## src/rtl/cas_pkg.sv

```systemverilog
// Shared types and defaults for the MSX cassette playback transmitter.
package cas_pkg;

    typedef enum logic [2:0] {
        ST_IDLE   = 3'd0,
        ST_GAP    = 3'd1,
        ST_HEADER = 3'd2,
        ST_START  = 3'd3,
        ST_DATA   = 3'd4,
        ST_STOP   = 3'd5
    } cas_state_t;

    localparam int CAS_HALF_2400 = 746;
    localparam int CAS_HALF_1200 = 1491;
    localparam int CAS_GAP_TICKS = 3579545;
    localparam int CAS_LONG_HDR  = 32000;
    localparam int CAS_SHORT_HDR = 8000;
    localparam int CAS_STOP_BITS = 2;

    localparam int CAS_HALF_W = 11;
    localparam int CAS_GAP_W  = 22;
    localparam int CAS_HDR_W  = 15;

    // A 0 bit is one full 1200 Hz cycle, a 1 bit two full 2400 Hz cycles.
    function automatic logic [CAS_HDR_W-1:0] cas_bit_halves(input logic b);
        return b ? 15'd4 : 15'd2;
    endfunction

endpackage

```

## src/rtl/cas_tone_gen.sv

```systemverilog
// Square-wave burst of num_half half-periods of half_len ticks; high from the start edge, ends low.
// done pulses combinationally on the tick ending the burst; a start in that clk chains with no gap.
module cas_tone_gen
    import cas_pkg::*;
(
    input  logic                  clk,
    input  logic                  reset_n,
    input  logic                  ce,
    input  logic                  clr,
    input  logic                  start,
    input  logic [CAS_HALF_W-1:0] half_len,
    input  logic [CAS_HDR_W-1:0]  num_half,
    output logic                  level,
    output logic                  done
);

    logic [CAS_HALF_W-1:0] cnt_q, cnt_d;
    logic [CAS_HALF_W-1:0] len_q, len_d;
    logic [CAS_HDR_W-1:0]  half_q, half_d;
    logic [CAS_HDR_W-1:0]  num_q, num_d;
    logic                  level_q, level_d;
    logic                  active_q, active_d;
    logic                  half_end;

    assign half_end = active_q & ce & (cnt_q == len_q - 11'd1);
    assign done     = half_end & (half_q == num_q - 15'd1);
    assign level    = level_q;

    always_comb begin
        cnt_d    = cnt_q;
        len_d    = len_q;
        half_d   = half_q;
        num_d    = num_q;
        level_d  = level_q;
        active_d = active_q;
        if (clr) begin
            cnt_d    = '0;
            half_d   = '0;
            level_d  = 1'b0;
            active_d = 1'b0;
        end else if (start) begin
            cnt_d    = '0;
            half_d   = '0;
            len_d    = half_len;
            num_d    = num_half;
            level_d  = 1'b1;
            active_d = 1'b1;
        end else if (active_q && ce) begin
            if (half_end) begin
                cnt_d = '0;
                if (done) begin
                    half_d   = '0;
                    level_d  = 1'b0;
                    active_d = 1'b0;
                end else begin
                    half_d  = half_q + 15'd1;
                    level_d = ~level_q;
                end
            end else begin
                cnt_d = cnt_q + 11'd1;
            end
        end
    end

    always_ff @(posedge clk or negedge reset_n) begin
        if (!reset_n) begin
            cnt_q    <= '0;
            len_q    <= '0;
            half_q   <= '0;
            num_q    <= '0;
            level_q  <= 1'b0;
            active_q <= 1'b0;
        end else begin
            cnt_q    <= cnt_d;
            len_q    <= len_d;
            half_q   <= half_d;
            num_q    <= num_d;
            level_q  <= level_d;
            active_q <= active_d;
        end
    end

endmodule

```

## src/rtl/cas_player.sv

```systemverilog
// MSX 1200-baud FSK cassette transmitter; first output high 1 clk after a transfer; data_ready only in IDLE with play.
// Optional CAS_MOTOR_GATE_EN: motor=0 freezes all timing, forces the output low and holds off data_ready.
module cas_player
    import cas_pkg::*;
#(
    parameter int HALF_2400 = CAS_HALF_2400,
    parameter int HALF_1200 = CAS_HALF_1200,
    parameter int GAP_TICKS = CAS_GAP_TICKS,
    parameter int LONG_HDR  = CAS_LONG_HDR,
    parameter int SHORT_HDR = CAS_SHORT_HDR
) (
    input  logic       clk,
    input  logic       reset_n,
    input  logic       ce_3m58,
    input  logic       play,
    input  logic       motor,
    input  logic       data_valid,
    input  logic [7:0] data,
    input  logic       data_hdr,
    output logic       data_ready,
    output logic       cas_audio,
    output logic       busy
);

    localparam logic [CAS_HALF_W-1:0] LEN_2400  = CAS_HALF_W'(HALF_2400);
    localparam logic [CAS_HALF_W-1:0] LEN_1200  = CAS_HALF_W'(HALF_1200);
    localparam logic [CAS_GAP_W-1:0]  GAP_LAST  = CAS_GAP_W'(GAP_TICKS - 1);
    localparam logic [CAS_HDR_W-1:0]  NUM_LONG  = CAS_HDR_W'(LONG_HDR);
    localparam logic [CAS_HDR_W-1:0]  NUM_SHORT = CAS_HDR_W'(SHORT_HDR);
    localparam logic [1:0]            STOP_LAST = 2'(CAS_STOP_BITS - 1);

    logic run;
`ifdef CAS_MOTOR_GATE_EN
    assign run = motor;
`else
    logic motor_unused;
    assign run          = 1'b1;
    assign motor_unused = motor;
`endif

    cas_state_t            state_q, state_d;
    logic [7:0]            shreg_q, shreg_d;
    logic [2:0]            bit_idx_q, bit_idx_d;
    logic [1:0]            stop_cnt_q, stop_cnt_d;
    logic [CAS_GAP_W-1:0]  gap_cnt_q, gap_cnt_d;
    logic                  hdr_long_q, hdr_long_d;
    logic                  armed_q, armed_d;

    logic                  ce_run;
    logic                  xfer;
    logic                  tone_start;
    logic                  tone_clr;
    logic [CAS_HALF_W-1:0] tone_len;
    logic [CAS_HDR_W-1:0]  tone_num;
    logic                  tone_level;
    logic                  tone_done;

    // armed_q keeps data_ready low out of reset until play has been sampled once.
    assign ce_run     = ce_3m58 & run;
    assign data_ready = (state_q == ST_IDLE) & play & armed_q & run;
    assign xfer       = data_valid & data_ready;
    assign cas_audio  = tone_level & run;
    assign busy       = (state_q != ST_IDLE);
    assign armed_d    = play;

    always_comb begin
        state_d    = state_q;
        shreg_d    = shreg_q;
        bit_idx_d  = bit_idx_q;
        stop_cnt_d = stop_cnt_q;
        gap_cnt_d  = gap_cnt_q;
        hdr_long_d = hdr_long_q;
        tone_start = 1'b0;
        tone_clr   = 1'b0;
        tone_len   = LEN_2400;
        tone_num   = cas_bit_halves(1'b1);
        if (!play) begin
            state_d    = ST_IDLE;
            tone_clr   = 1'b1;
            shreg_d    = '0;
            bit_idx_d  = '0;
            stop_cnt_d = '0;
            gap_cnt_d  = '0;
            hdr_long_d = 1'b0;
        end else begin
            case (state_q)
                ST_IDLE: begin
                    if (xfer) begin
                        if (data_hdr) begin
                            hdr_long_d = data[0];
                            gap_cnt_d  = '0;
                            state_d    = ST_GAP;
                        end else begin
                            shreg_d    = data;
                            tone_start = 1'b1;
                            tone_len   = LEN_1200;
                            tone_num   = cas_bit_halves(1'b0);
                            state_d    = ST_START;
                        end
                    end
                end
                ST_GAP: begin
                    if (ce_run) begin
                        if (gap_cnt_q == GAP_LAST) begin
                            gap_cnt_d  = '0;
                            tone_start = 1'b1;
                            tone_num   = hdr_long_q ? NUM_LONG : NUM_SHORT;
                            state_d    = ST_HEADER;
                        end else begin
                            gap_cnt_d = gap_cnt_q + 22'd1;
                        end
                    end
                end
                ST_HEADER: begin
                    if (tone_done) state_d = ST_IDLE;
                end
                ST_START: begin
                    if (tone_done) begin
                        bit_idx_d  = '0;
                        tone_start = 1'b1;
                        tone_len   = shreg_q[0] ? LEN_2400 : LEN_1200;
                        tone_num   = cas_bit_halves(shreg_q[0]);
                        state_d    = ST_DATA;
                    end
                end
                ST_DATA: begin
                    // shreg_q[0] is always the bit currently on the wire.
                    if (tone_done) begin
                        tone_start = 1'b1;
                        if (bit_idx_q == 3'd7) begin
                            stop_cnt_d = '0;
                            state_d    = ST_STOP;
                        end else begin
                            bit_idx_d = bit_idx_q + 3'd1;
                            shreg_d   = {1'b0, shreg_q[7:1]};
                            tone_len  = shreg_q[1] ? LEN_2400 : LEN_1200;
                            tone_num  = cas_bit_halves(shreg_q[1]);
                        end
                    end
                end
                ST_STOP: begin
                    if (tone_done) begin
                        if (stop_cnt_q == STOP_LAST) begin
                            state_d = ST_IDLE;
                        end else begin
                            stop_cnt_d = stop_cnt_q + 2'd1;
                            tone_start = 1'b1;
                        end
                    end
                end
                default: state_d = ST_IDLE;
            endcase
        end
    end

    always_ff @(posedge clk or negedge reset_n) begin
        if (!reset_n) begin
            state_q    <= ST_IDLE;
            shreg_q    <= '0;
            bit_idx_q  <= '0;
            stop_cnt_q <= '0;
            gap_cnt_q  <= '0;
            hdr_long_q <= 1'b0;
            armed_q    <= 1'b0;
        end else begin
            state_q    <= state_d;
            shreg_q    <= shreg_d;
            bit_idx_q  <= bit_idx_d;
            stop_cnt_q <= stop_cnt_d;
            gap_cnt_q  <= gap_cnt_d;
            hdr_long_q <= hdr_long_d;
            armed_q    <= armed_d;
        end
    end

    cas_tone_gen u_tone (
        .clk      (clk),
        .reset_n  (reset_n),
        .ce       (ce_run),
        .clr      (tone_clr),
        .start    (tone_start),
        .half_len (tone_len),
        .num_half (tone_num),
        .level    (tone_level),
        .done     (tone_done)
    );

endmodule
```

## config.mk

```make
export PLATFORM = sky130hd
export DESIGN_NAME = cas_player
export DESIGN_NICKNAME = d
export VERILOG_FILES = /design/src/rtl/cas_pkg.sv /design/src/rtl/cas_tone_gen.sv /design/src/rtl/cas_player.sv
export SDC_FILE = /design/constraint.sdc
export NUM_CORES = 1
export LEC_CHECK = 0
export ABC_AREA = 1
export BUFFER_PORTS_ARGS = -buffer_cell sky130_fd_sc_hd__buf_2
export CAP_MARGIN = 20
export CORE_MARGIN = 2
export CORE_UTILIZATION = 50
export CTS_CLUSTER_DIAMETER = 80
export DETAILED_ROUTE_END_ITERATION = 10
export GPL_TIMING_DRIVEN = 0
export PLACE_DENSITY = 0.68
export SYNTH_ARGS = -nofsm -noshare
export SYNTH_HDL_FRONTEND = slang
export SYNTH_SLANG_ARGS = --single-unit
export TNS_END_PERCENT = 50
```

## constraint.sdc

```tcl
create_clock -name clk -period 2.95 [get_ports clk]
set_input_delay 0.1475 -clock clk [delete_from_list [all_inputs] [get_ports clk]]
set_output_delay 0.1475 -clock clk [all_outputs]
set_load 0.02 [all_outputs]
```

==> key figures, run 1 <==
GRT
  – Largest net degree at the start of global routing: 43
  – GRT overflow: 0
  – GR Util All Layers: 23.4%
  – Vias in the first global route: 4735
  – First-pass GRT wire length: about 22 mm
  – Initial antenna violation count: 0

Synth
  – Top area cells in the synthesized netlist: dfrtp_1 36%, nand2_1 15%, nor2_1 7.1%, nand3_1 5.8%, inv_1 5.6%
  – Avg Cell Area, Syn: 6.96 um^2
  – Largest family of logic cells by synthesized area: simple AND/OR/NAND/NOR gates
  – Yosys top cell by area: dfrtp_1
  – Synth cell types: 38
  – Sequential area share after synthesis: between 30% and 40%
  – Syn Nets: approximately 800
  – Post-Syn Area: 5310 um^2
  – Post-synthesis mux area share: 0%
  – Synthesized-area fraction occupied by and/or/nand/nor cells: 40.1%
  – Synth warn: 0
  – Cells after synthesis: 762
  – Synth Area in Adders: 2.83%
  – XOR/XNOR Fraction of Synth Area: roughly 5.4%
  – Yosys top cell area share: 35.8%
  – Synthesized flop and latch total: 76
  – Compound-Gate Fraction of Synth Area: between 7 and 8%

Placed design
  – Dpl hpwl: 9.24 mm
  – PortBufs: 16
  – Routability cong.: between 0.9 and 1
  – DP Area: 5580 um^2

Drt
  – DRC viols: 0
  – Wire length per cell: roughly 13 um
  – Antenna Nets Post-Route: 0
  – DRT Pass-1 Iters: 6
  – Vias: approximately 5k
  – Initial detailed-routing violation count: about 260
  – WL final: 12.3 mm
  – Via-to-Cell Ratio: 5.39

Setup path
  – Critical Path Source Type: register
  – Crit path capture type: register
  – Largest fanout on the critical path: 10
  – Critical path type: reg2reg
  – Required time worst endpoint: 3.20 ns
  – Arrival time of data at the critical path endpoint: 2.94 ns

STA
  – Maximum clock frequency: 0.372 GHz
  – Period minus WS final: 2.69 ns
  – Setup TNS: 0 ns
  – Max-slew violation count: 0
  – Crit share post-route: 91.2%
  – RSZ-0062 raised after global routing: no
  – # setup viols final: 0
  – Final hold violation count: 0
  – Max_slew headroom: 53.7%
  – Clock Skews: 0.0176 ns
  – Slew @ Worst Pin: 0.692 ns

Clock network
  – Clk Latency, worst-skew pair: around 0.37 ns
  – Bufs on Longest Clock Path: 2
  – Htree depth: 3
  – Clock transition at path regs: about 0.090 ns
  – CTS Buf Count: 9
  – Root Driver: clkbuf_8
  – Post-CTS Setup Inserts: 0
  – Clock sink total: 76
  – CTS tree: built

Finish
  – Area grow syn2layout: 9.43%
  – Fin nets: between 800 and 900
  – Sequential standard cell area: 1900 um^2
  – Inserted Diodes: 0
  – Multi-input logic area: 2990 um^2
  – Final core occ: 56.2%
  – Share of post-route cells with drive strength above 1: 10.9%
  – Fin area: 5810 um^2
  – Fillers: 973

Job
  – Maxcap violations: 0

Pwr
  – Static leakage: approximately 0.0028 uW
  – Comb power frac: approximately a third
  – Switching portion of total power: a little under two fifths
  – Net Sw Power: between 1000 and 1500 uW
  – Reg power frac: around two fifths
  – Clock network power share: between 20% and 30%
  – P_int: 1920 uW
  – PD cells: 537 nW/um^2
  – Worst VDD drop: 0.000466 V
  – Total power: 3120 uW

Floorplan
  – Chip Height: 107 um
  – Core Area: ~10000 um^2
  – Core Rows: 37
  – DIE WIDTH: between 100 and 150 um
  – Initial core utilization: roughly 51%
  – Die area: 11500 um^2
  – I/O Pins: 18

Min path
  – Hold Path Class: in2reg

Status
  – Status: finished clean
sequential cells by signal, indices dropped and copies added (netlist names):
| signal | cells |
|---|---|
| armed_q | 1 |
| bit_idx_q | 3 |
| gap_cnt_q | 22 |
| hdr_long_q | 1 |
| shreg_q | 8 |
| state_q | 3 |
| stop_cnt_q | 2 |
| u_tone.active_q | 1 |
| u_tone.cnt_q | 11 |
| u_tone.half_q | 15 |
| u_tone.len_q | 3 |
| u_tone.level | 1 |
| u_tone.num_q | 5 |
worst max-delay path: stages, from the launching register on:
cell and delay (ns):
dfrtp_1 0.44, inv_1 0.22, ha_4 0.22, ha_1 0.25, nand2_1 0.10, nand2_1 0.06, nor2_1 0.12, nand3_1 0.12
nor2_2 0.11, nand3_2 0.11, nor2_8 0.19, nand3_4 0.11, nand2_4 0.09, inv_2 0.06, buf_2 0.18, nand4_1 0.11
nand2_1 0.06
synth_stat cells, drive strengths merged:
| library cell | number |
|---|---|
| a21oi | 16 |
| a22oi | 8 |
| a311oi | 1 |
| a31oi | 2 |
| buf | 18 |
| clkbuf | 3 |
| clkinv | 1 |
| dfrtp | 76 |
| ha | 12 |
| inv | 84 |
| nand2 | 224 |
| nand3 | 67 |
| nand3b | 3 |
| nand4 | 38 |
| nor2 | 109 |
| nor3 | 16 |
| nor3b | 2 |
| nor4 | 8 |
| o21a | 1 |
| o21ai | 36 |
| o221a | 1 |
| o31ai | 1 |
| or2 | 2 |
| xnor2 | 5 |
| xor2 | 28 |
area by class of cell:
cell class / count / area share (%)
clock inverter: 2 / 0.603
buffer: 21 / 1.96
sequential: 76 / 32.8
tap: 136 / 2.93
multi-input combinational: 580 / 51.5
inverter: 85 / 5.49
clock buffer: 12 / 2.67
timing repair buffer: 19 / 2.11
layout by cell type, fill, tap and decap left out, types with 5 or more instances in the layout:
cell type,instances
xor2_1,28
xnor2_1,5
nand2_1,217
nor2_2,6
nor2_1,99
a22oi_1,8
a21oi_1,16
clkbuf_8,11
inv_2,5
o21ai_0,22
nand3_1,61
buf_2,25
ha_1,10
nor4_1,8
inv_1,79
dfrtp_1,76
o21ai_2,10
nand2_2,5
nor3_1,16
nand4_1,38
logic make-up after synthesis:
logic type                 count (synthesis)
AOI/OAI and AO/OA                         66
and+or+nand+nor                          469
buffers and inverters                    106
xor gates and xnor gates                  33
DFF                                       76
adders and majority gates                 12
metal layers:
metal	vias up	part of all wire (%)	GRT usage, %
li1	2548	-	-
met1	2317	47	31.8
met2	133	46	37.0
met3	18	5.2	3.89
met4	0	2.0	9.65
met5	-	0	0
worst paths after layout:
check / slack, ns / end / cells past startpoint / startpoint
max in group asynchronous: 2.10 / armed_q / 3 / reset_n
max: 0.26 / u_tone.half_q[3] / 16 / u_tone.len_q[7]
max reg2reg: 0.26 / u_tone.half_q[3] / 16 / u_tone.len_q[7]
min: 0.05 / shreg_q[7] / 3 / data[7]
min reg2reg: 0.49 / u_tone.active_q / 2 / u_tone.active_q
min in group asynchronous: 0.27 / u_tone.cnt_q[8] / 2 / reset_n
stage by stage:
| stage | worst slack, ns | instances | hold slack (ns) |
|---|---|---|---|
| 2_1_floorplan | 0.576 | 762 | -0.148 |
| 3_3_place_gp | 0.245 | 914 | 0.288 |
| 3_5_place_dp | 0.149 | 915 | 0.139 |
| 4_1_cts | 0.129 | 931 | 0.0419 |
| 5_1_grt | 0.0473 | 931 | 0.0583 |
| 6_report | 0.260 | 931 | 0.0462 |
timing repair:
action,in CTS,in global routing
resized for setup,0,4
hold buffers,2,0
endpoints found under the setup margin,0,43
hold endpoints to repair,35,0
power by group through the flow:
stage               Combinational, uW  Clock [uW]  Sequential [uW]
finish                           1080         824             1210
global route                     1230         876             1220
CTS                              1080         832             1210
detailed placement               1070           0             1230
global placement                 1050           0             1220
floorplan                         838           0             1210
(Power assumes the default switching activity.)
==> inputs of run 2 (changes only) <==
--- a/config.mk
+++ b/config.mk
@@ -5,7 +5,6 @@
 export SDC_FILE = /design/constraint.sdc
 export NUM_CORES = 1
 export LEC_CHECK = 0
-export ABC_AREA = 1
 export BUFFER_PORTS_ARGS = -buffer_cell sky130_fd_sc_hd__buf_2
 export CAP_MARGIN = 20
 export CORE_MARGIN = 2
@@ -13,8 +12,7 @@
 export CTS_CLUSTER_DIAMETER = 80
 export DETAILED_ROUTE_END_ITERATION = 10
 export GPL_TIMING_DRIVEN = 0
-export PLACE_DENSITY = 0.68
+export PLACE_DENSITY = 0.69
 export SYNTH_ARGS = -nofsm -noshare
 export SYNTH_HDL_FRONTEND = slang
 export SYNTH_SLANG_ARGS = --single-unit
-export TNS_END_PERCENT = 50
==> run 2 against run 1 <==
Net effect:
- the flow now finishes with violations (negative setup slack)
- critical path depth down 4
- first-iteration DRC count down 44%
- via count down 17%
- non-clock buffer count up 25
- clock power up 12%
- sequential power down 7%
- combinational power down 47%
- synthesized area down 10%
==> key figures, run 2 <==
Finish
  – Fin area: 5720 um^2 (was 5810 um^2)
  – Share of post-route cells with drive strength above 1: 19.4% (was 10.9%)
  – Inserted Diodes: 0 (unchanged)
  – Area grow syn2layout: 19.7% (was 9.43%)
  – Multi-input logic area: 2840 um^2 (was 2990 um^2)
  – Sequential standard cell area: 1900 um^2 (unchanged)
  – Largest regs: gap_cnt_q: 22 flops, u_tone.half_q: 15 flops, u_tone.cnt_q: 11 flops (unchanged)
  – Fin nets: 630 (was 819)
  – Most frequent cells in the layout: 76 x dfrtp_1, 68 x nand2_1, 63 x nor2_1, 30 x nand3_1, 30 x xnor2_1 (was 217 x nand2_1, 99 x nor2_1, 79 x inv_1, 76 x dfrtp_1, 61 x nand3_1)
  – Non-Filler Instances: 737 (was 931)
  – Fillers: 775 (was 973)
  – Max reg flops: 22 (unchanged)
  – Commonest non-fill, non-tap cell in the layout: dfrtp_1 (was nand2_1)
  – Biggest register: gap_cnt_q (unchanged)

Drt
  – WL final: 11.5 mm (was 12.3 mm)
  – Initial detailed-routing violation count: 147 (was 261)
  – Via-to-Cell Ratio: 5.68 (was 5.39)
  – Wire length per cell: 15.6 um (was 13.2 um)
  – DRT Pass-1 Iters: 4 (was 6)
  – Vias: 4187 (was 5016)
  – Antenna Nets Post-Route: 0 (unchanged)
  – DRC viols: 0 (unchanged)

Synth
  – Synth warn: 0 (unchanged)
  – Predominant post-synthesis flop cell: dfrtp_1 (unchanged)
  – Share of flip-flops with an asynchronous set or reset: 100% (unchanged)
  – Syn Nets: 577 (was 789)
  – Commonest cells post-synth: 76 x dfrtp_1, 70 x nand2_1, 63 x nor2_1 (was 217 x nand2_1, 100 x nor2_1, 79 x inv_1)
  – Top-count cell post-synth: dfrtp_1 (was nand2_1)
  – Synthesized flop and latch total: 76 (unchanged)
  – Post-synth EDFFs: 0 (unchanged)
  – Post-Syn Area: 4780 um^2 (was 5310 um^2)
  – Sequential area share after synthesis: 39.8% (was 35.8%)
  – Cells after synthesis: 550 (was 762)
  – Top area cells in the synthesized netlist: dfrtp_1 40%, xnor2_1 5.9%, nand2_1 5.5%, nor2_1 4.9%, ha_1 3.1% (was dfrtp_1 36%, nand2_1 15%, nor2_1 7.1%, nand3_1 5.8%, inv_1 5.6%)
  – Yosys top cell area share: 39.8% (was 35.8%)
  – Yosys top cell by area: dfrtp_1 (unchanged)
  – Synth cell types: 72 (was 38)
  – Avg Cell Area, Syn: 8.69 um^2 (was 6.96 um^2)

Pwr
  – Static leakage: 0.00237 uW (was 0.00280 uW)
  – Reg power frac: 42.8% (was 38.8%)
  – Net Sw Power: 791 uW (was 1190 uW)
  – Clock network power share: 35.2% (was 26.4%)
  – Total power: 2610 uW (was 3120 uW)
  – P_int: 1820 uW (was 1920 uW)
  – Worst VDD drop: 0.000297 V (was 0.000466 V)
  – PD cells: 457 nW/um^2 (was 537 nW/um^2)
  – Comb power frac: 21.9% (was 34.8%)
  – Switching portion of total power: 30.2% (was 38.3%)

Setup path
  – Crit path capture type: register (unchanged)
  – Arrival time of data at the critical path endpoint: 3.25 ns (was 2.94 ns)
  – Required time worst endpoint: 3.20 ns (about the same)
  – Delay of the slowest cell on the worst path: 0.49 ns (was 0.44 ns)
  – Reg-to-reg slack, setup: -0.05 ns (was 0.26 ns)
  – CP max stage cell: or4_4 (was dfrtp_1)
  – CP endpoint: u_tone.num_q[1] (was u_tone.half_q[3])
  – R2R depth: 12 (was 16)
  – R2r endpoint: u_tone.num_q[1] (was u_tone.half_q[3])
  – Reg2Reg Launch Point: u_tone.len_q[8] (was u_tone.len_q[7])
  – Critical path, cell by cell: buf_6 -> inv_4 -> ha_4 -> ha_4 -> xnor2_2 -> nor4_1 -> nand4_1 -> or4_4 -> buf_8 -> o41a_1 -> buf_4 -> a21o_1 (was inv_1 -> ha_4 -> ha_1 -> nand2_1 -> nand2_1 -> nor2_1 -> nand3_1 -> nor2_2 -> nand3_2 -> nor2_8 -> nand3_4 -> nand2_4 -> inv_2 -> buf_2 -> nand4_1 -> nand2_1)
  – Most used cell, CP: ha_4 (was nand2_1)
  – Critical path type: reg2reg (unchanged)
  – Largest fanout on the critical path: 6 (was 10)
  – Critical Path Source Type: register (unchanged)
  – Critical Path Start: u_tone.len_q[8] (was u_tone.len_q[7])

Placed design
  – Dpl hpwl: 7.69 mm (was 9.24 mm)
  – Routability cong.: 0.851 (was 0.932)
  – Cell Count Post-Placement: 696 (was 915)
  – DP Area: 5060 um^2 (was 5580 um^2)
  – PortBufs: 16 (unchanged)
  – Dpl ws: -0.252 ns (was 0.149 ns)

GRT
  – GRT overflow: 0 (unchanged)
  – First-pass GRT wire length: 19.3 mm (was 21.6 mm)
  – GR Util All Layers: 23.1% (was 23.4%)
  – Vias in the first global route: 4138 (was 4735)
  – Largest net degree at the start of global routing: 47 (was 43)
  – Initial antenna violation count: 0 (unchanged)

Clock network
  – Clk Latency, worst-skew pair: 0.36 ns (was 0.37 ns)
  – CTS Buf Count: 9 (unchanged)
  – CTS tree: built (unchanged)
  – Bufs on Longest Clock Path: 2 (unchanged)
  – Clock transition at path regs: 0.09 ns (about the same)
  – Htree depth: 3 (unchanged)
  – Clock sink total: 76 (unchanged)
  – Root Driver: clkbuf_8 (unchanged)

STA
  – Period minus WS final: 3.00 ns (was 2.69 ns)
  – Slew @ Worst Pin: 0.523 ns (was 0.692 ns)
  – Maximum clock frequency: 0.333 GHz (was 0.372 GHz)
  – Setup TNS: -0.272 ns (was 0 ns)
  – # setup viols final: 9 (was 0)
  – Clock Skews: 0.0109 ns (was 0.0176 ns)
  – Max_slew headroom: 65.1% (was 53.7%)
  – Max-slew violation count: 0 (unchanged)
  – RSZ-0062 raised after global routing: yes (was no)
  – Final hold violation count: 0 (unchanged)
  – Crit share post-route: 102% (was 91.2%)
  – Setup ws final: -0.0528 ns (was 0.260 ns)

Floorplan
  – DIE WIDTH: 102 um (was 107 um)
  – Initial core utilization: 51.7% (was 51.4%)
  – Die area: 10400 um^2 (was 11500 um^2)
  – Core Area: 9240 um^2 (was 10300 um^2)
  – Chip Height: 102 um (was 107 um)
  – I/O Pins: 18 (unchanged)
  – Core Rows: 35 (was 37)

Status
  – Failing checks: negative setup slack
  – Status: complete, but fails checks (was finished clean)

Min path
  – Hold Path Class: in2reg (unchanged)

Job
  – Maxcap violations: 0 (unchanged)
[run 2: power by group through the flow]
stage / registers, uW / clock network, uW / logic (uW)
final: 1120 / 921 / 574
after detailed placement: 1140 / 0 / 435
after global placement: 1140 / 0 / 421
after floorplan: 1130 / 0 / 322
after global routing: 1120 / 979 / 633
after CTS: 1120 / 935 / 497
[run 2: final cells by class]
cell class	instances	share of cell area, %
Sequential cell	76	33.2
Multi-Input combinational cell	424	49.6
Buffer	22	2.45
Clock inverter	7	1.75
Timing Repair Buffer	43	5.82
Inverter	27	2.10
Tap cell	129	2.82
Clock buffer	9	2.17
[run 2: timing repair]
action	CTS	global route
hold endpoints to repair	31	0
gates cloned	2	1
gates resized for setup	19	37
endpoints found under the setup margin	49	46
pin swaps	8	13
hold buffers	2	0
setup buffers	6	15
[run 2: critical path, delay by kind of cell (launching register included)]
family | cells | cell delay [ns]
adder cells (fa/ha/maj) | 2 | 0.38
AO/OA/AOI/OAI | 2 | 0.56
buffers and inverters | 4 | 0.54
flip-flops | 1 | 0.40
AND/OR/NAND/NOR | 3 | 0.86
XOR/XNOR | 1 | 0.14
[run 2: worst min path at each step]
stage                                  to  slack (ns)  cells past startpoint  startpoint
after floorplan                   armed_q       -0.15                      0     reset_n
after global placement            armed_q        0.37                      1        play
after detailed placement  u_tone.cnt_q[9]        0.12                      1     reset_n
after CTS                      shreg_q[7]        0.04                      3     data[7]
after global routing           shreg_q[7]        0.11                      3     data[7]
final                          shreg_q[7]        0.05                      3     data[7]
[run 2: logic make-up after synthesis]
family	after synthesis	synth area share, %
AO/OA/AOI/OAI	88	13.7
XOR/XNOR	48	8.80
adder cells (fa/ha/maj)	12	3.14
buffers and inverters	50	4.58
flip-flops	76	39.8
multiplexers	7	1.49
AND/OR/NAND/NOR	269	28.5
[run 2: through the flow]
| step | hold WS [ns] | util, % |
|---|---|---|
| finish | 0.0490 | 61.9 |
| CTS | 0.0419 | 58.9 |
| global placement | 0.371 | 54.5 |
| floorplan | -0.148 | - |
| global route | 0.109 | 61.9 |
| detailed placement | 0.118 | 54.8 |
[run 2: metal layers]
layer	part of all wire, %	global-route usage [%]	wire length, um
met3	4.0	3.86	455
met4	1.4	6.34	165
met5	0	0	0
met2	48	38.7	5550
met1	46	31.1	5340
